**config.mk**
```make
export PLATFORM = sky130hd
export DESIGN_NAME = irq_trap_ctrl
export DESIGN_NICKNAME = d
export VERILOG_FILES = /design/src/rtl/irq_trap_ctrl.sv
export SDC_FILE = /design/constraint.sdc
export NUM_CORES = 1
export LEC_CHECK = 0
export ABC_AREA = 1
export CAP_MARGIN = 20
export CORE_MARGIN = 2
export CORE_UTILIZATION = 40
export CTS_BUF_LIST = sky130_fd_sc_hd__clkbuf_4
export DETAILED_ROUTE_END_ITERATION = 10
export PLACE_DENSITY = 0.88
export SYNTH_ARGS = -nofsm -noshare
export SYNTH_HDL_FRONTEND = slang
export SYNTH_SLANG_ARGS = --single-unit
```
**constraint.sdc**
```tcl
create_clock -name clk -period 2.41 [get_ports clk]
set_input_delay 0.241 -clock clk [delete_from_list [all_inputs] [get_ports clk]]
set_output_delay 0.241 -clock clk [all_outputs]
set_load 0.02 [all_outputs]
```
**src/rtl/irq_trap_ctrl.sv**
```systemverilog
// Machine-mode interrupt trap and MRET sequencer: drains the pipe, writes the
// trap CSRs, and redirects fetch to the trap vector or back to mepc.
module irq_trap_ctrl #(
  parameter bit VEC_EN = 1'b1
) (
  input  logic        clk,
  input  logic        rst_n,
  input  logic [31:0] mip,
  input  logic [31:0] mie,
  input  logic        mstatus_mie,
  input  logic [31:0] mtvec,
  input  logic [31:0] mepc,
  input  logic [31:0] next_pc,
  input  logic        pipe_empty,
  input  logic        mret_req,
  input  logic        redirect_ready,
  output logic        fetch_hold,
  output logic        trap_wr,
  output logic [31:0] mepc_out,
  output logic [31:0] mcause_out,
  output logic        mret_restore,
  output logic        redirect_valid,
  output logic [31:0] redirect_pc,
  output logic        busy
);

  localparam logic [31:0] IRQ_MASK = 32'h0000_0888;

  typedef enum logic [2:0] {
    ST_IDLE       = 3'd0,
    ST_DRAIN      = 3'd1,
    ST_SAVE       = 3'd2,
    ST_REDIR_TRAP = 3'd3,
    ST_MRET       = 3'd4,
    ST_REDIR_RET  = 3'd5
  } state_e;

  // Fixed priority: external > software > timer.
  function automatic logic [3:0] pick_cause(input logic [31:0] pend);
    logic [3:0] code;
    if (pend[11]) begin
      code = 4'd11;
    end else if (pend[3]) begin
      code = 4'd3;
    end else begin
      code = 4'd7;
    end
    return code;
  endfunction

  state_e      state_q, state_d;
  logic [3:0]  cause_q, cause_d;
  logic [31:0] epc_q, epc_d;
  logic [31:0] tgt_q, tgt_d;

  logic [31:0] pend_s;
  logic        eligible_s;
  logic        abort_s;
  logic        vec_mode_s;
  logic [31:0] trap_tgt_s;

  assign pend_s     = mip & mie & IRQ_MASK;
  assign eligible_s = mstatus_mie & (|pend_s);
  assign abort_s    = ~pend_s[{1'b0, cause_q}] | ~mstatus_mie;
  assign vec_mode_s = (VEC_EN == 1'b1) && (mtvec[1:0] == 2'b01);
  // Vector offset is added modulo 2^32; any carry out is dropped.
  assign trap_tgt_s = {mtvec[31:2], 2'b00}
                    + (vec_mode_s ? {26'd0, cause_q, 2'b00} : 32'd0);

  // State and captured-context registers.
  always_ff @(posedge clk or negedge rst_n) begin
    if (!rst_n) begin
      state_q <= ST_IDLE;
      cause_q <= 4'd0;
      epc_q   <= 32'd0;
      tgt_q   <= 32'd0;
    end else begin
      state_q <= state_d;
      cause_q <= cause_d;
      epc_q   <= epc_d;
      tgt_q   <= tgt_d;
    end
  end

  // Next-state logic; the redirect target is latched on entry so it holds
  // steady while fetch back-pressures.
  always_comb begin
    state_d = state_q;
    cause_d = cause_q;
    epc_d   = epc_q;
    tgt_d   = tgt_q;
    case (state_q)
      ST_IDLE: begin
        if (mret_req) begin
          state_d = ST_MRET;
        end else if (eligible_s) begin
          cause_d = pick_cause(pend_s);
          state_d = ST_DRAIN;
        end else begin
          state_d = ST_IDLE;
        end
      end
      ST_DRAIN: begin
        if (abort_s) begin
          state_d = ST_IDLE;
        end else if (pipe_empty) begin
          epc_d   = next_pc;
          state_d = ST_SAVE;
        end else begin
          state_d = ST_DRAIN;
        end
      end
      ST_SAVE: begin
        tgt_d   = trap_tgt_s;
        state_d = ST_REDIR_TRAP;
      end
      ST_MRET: begin
        tgt_d   = {mepc[31:2], 2'b00};
        state_d = ST_REDIR_RET;
      end
      ST_REDIR_TRAP, ST_REDIR_RET: begin
        if (redirect_ready) begin
          state_d = ST_IDLE;
        end else begin
          state_d = state_q;
        end
      end
      default: begin
        state_d = ST_IDLE;
      end
    endcase
  end

  // Output decode from the registered state.
  always_comb begin
    fetch_hold     = 1'b0;
    trap_wr        = 1'b0;
    mepc_out       = 32'd0;
    mcause_out     = 32'd0;
    mret_restore   = 1'b0;
    redirect_valid = 1'b0;
    redirect_pc    = 32'd0;
    busy           = 1'b0;
    case (state_q)
      ST_IDLE: begin
        busy = 1'b0;
      end
      ST_DRAIN: begin
        fetch_hold = 1'b1;
        busy       = 1'b1;
      end
      ST_SAVE: begin
        fetch_hold = 1'b1;
        busy       = 1'b1;
        trap_wr    = 1'b1;
        mepc_out   = epc_q;
        mcause_out = {1'b1, 26'd0, 1'b0, cause_q};
      end
      ST_MRET: begin
        fetch_hold   = 1'b1;
        busy         = 1'b1;
        mret_restore = 1'b1;
      end
      ST_REDIR_TRAP, ST_REDIR_RET: begin
        fetch_hold     = 1'b1;
        busy           = 1'b1;
        redirect_valid = 1'b1;
        redirect_pc    = tgt_q;
      end
      default: begin
        busy = 1'b0;
      end
    endcase
  end

endmodule

```
==> metrics.txt <==
Worst Skew around 12 ps; syn_area_per_cell roughly 6.6 µm²; Final Hold Fails 0; Power Total ~5600 µW; area growth from synthesis to layout 39.5%; initial antenna violation count 0; Critical Path RT 2170 ps; Ys Warns 0; cell count after synthesis between 700 and 800; status completed; setup bufs post-CTS 0; commonest non-fill, non-tap cells in the layout nand2_1 (145), nor2_1 (139), inv_1 (131); critical path peak fanout 36; highest-delay cell along the critical path clkdlybuf4s50_1; Worst-Margin Slew 622 ps; worst hold path type primary input to asynchronous set/reset pin; critical path class flip-flop to output pin; first-pass GRT wire length about 22 mm; Critical path origin state_q[2]; Die H between 100 and 150 µm; num rows 40; CP peak stage delay a little over 600 ps; violation count after the first detailed-route iteration between 300 and 400; clk_lat worst skew between 400 and 500 ps; CP Capture Type output pin; ys async rst share 1.00; htree depth 3; Final Cycle Share 0.954; library cells used by synthesis 38; Worst Path Arrival between 2000 and 2500 ps; Total GRT Usage 0.218; ys flop type dfrtp_1; worst path bufs/invs 3; WL per Instance around 13 µm; Clock Path Buffers 2; Clk Tree Root Cell clkbuf_4; vias in the first global route around 4700; # IOs around 270; core area 0.0119 mm²; nets about 1100; Critical Path, Cell by Cell nor3_4, inv_2, buf_12, nor2_1, clkdlybuf4s50_1; fin crit period about 2300 ps; Max-Cap Viols 0; register area share after synthesis 0.353; clock sink total between 60 and 70; die span in x between 100 and 150 µm; flops & latches, synth 68; reg2reg start cause_q[1]; EDFF count, synth 0; family with the most delay on the worst path buffers and inverters; Netlist Area Pre-Place 0.00483 mm²; Placer Congestion roughly 0.92; PortBufs 177; antenna-violating nets left 0; Die Area 0.0130 mm²; Peak VDD IR between 0.3 and 0.4 mV; pwr dens 825 mW/mm²; Fmax around 440 MHz; Worst slew margin 0.586; GRT overflow 0; # setup viols final 0; Worst setup SP type flip-flop; DR pass1 iterations 5; Final Max Tran Viols 0; DRT Wirelength 14.2 mm; R2R Setup Slk a little under 300 ps; Antenna Cells 0; Num CTS Buffers 9; Vias/cell around 4.8; share of cells above drive strength 1 0.0713; largest net degree at the start of global routing between 60 and 70; clock slew at reported path FFs around 100 ps; Initial Utilization 0.405; CTS tree yes; Worst Setup Slack, final ~110 ps; post-DP HPWL 11.0 mm; final routed DRC violation total 0; vias post-DR 5055; commonest non-fill, non-tap cell in the layout nand2_1; pre-CTS WS -32.8 ps; Hold WS approximately 380 ps; Leak Pwr 0.00397 µW
-- Yosys cell counts (3+ instances only) --
library cell	instances	share of area
nand3_1	42	0.044
buf_6	5	0.012
nor2_1	139	0.11
xor2_1	5	0.0091
nand3b_1	3	0.0047
buf_2	11	0.011
nor3_1	6	0.0062
clkbuf_1	4	0.0031
inv_1	131	0.10
o22ai_1	5	0.0065
nand4_1	17	0.022
nand2_2	4	0.0052
inv_2	3	0.0023
ha_1	3	0.0078
dfrtp_1	68	0.35
nand2_1	145	0.11
o21ai_0	33	0.034
buf_4	35	0.054
buf_1	3	0.0023
o21ai_1	8	0.0083
a21oi_1	40	0.041
a31oi_1	4	0.0052
or2_2	3	0.0039
-- state kept, by name (all words and copies together) (netlist names) --
name	flops
tgt_q	30
cause_q	3
epc_q	32
state_q	3
-- what timing repair did --
item | 4_1_cts | 5_1_grt
endpoints found under the hold margin | 25 | 0
setup endpoints to repair | 35 | 59
gates resized for setup | 35 | 58
hold buffers | 1 | 0
-- layout make-up --
type | count | area (µm²)
Timing Repair Buffer | 193 | 1910
Clock inverter | 4 | 18.8
Multi-Input combinational cell | 502 | 2330
Inverter | 135 | 509
Tap cell | 147 | 184
Fill cell | 1108 | 5180
Sequential cell | 68 | 1700
Clock buffer | 10 | 75.1
-- stage by stage --
stage / util / instance area, µm² / TNS, ps / instances
2_1_floorplan: - / 4930 / 0 / 763
3_3_place_gp: 0.557 / 6640 / 0 / 1044
3_5_place_dp: 0.557 / 6640 / -49.6 / 1044
4_1_cts: 0.562 / 6700 / 0 / 1059
5_1_grt: 0.565 / 6730 / -2.23 / 1059
6_report: 0.565 / 6730 / 0 / 1059
-- per-layer routing --
metal / track usage / routed length (µm) / vias up
li1: - / - / 2548
met1: 0.281 / 6170 / 2295
met2: 0.374 / 6790 / 198
met3: 0.0436 / 1060 / 14
met4: 0.0577 / 172 / 0
met5: 0 / 0 / -
-- cell families after synthesis --
group                      Yosys count  synth area share
AOI/OAI and AO/OA                   95             0.108
other                                1          0.000777
and+or+nand+nor                    369             0.332
xor gates and xnor gates             6            0.0109
DFF                                 68             0.353
buffers and inverters              193             0.188
adders and majority gates            3           0.00778
-- path summary, 6_finish.rpt --
path	end	cells after the start
min	epc_q[18]	2
max in group asynchronous	state_q[2]	3
max	mepc_out[11]	5
max reg2reg	tgt_q[14]	14
min in group clk	epc_q[1]	3
min reg2reg	tgt_q[7]	2
-- report_power, final --
part / switching (µW) / internal (µW) / leakage, µW
clock: 389 / 204 / 0.0000593
combinational: 1930 / 1100 / 0.00315
sequential: 214 / 1710 / 0.000756
total: 2530 / 3020 / 0.00397
(Power assumes the default switching activity.)
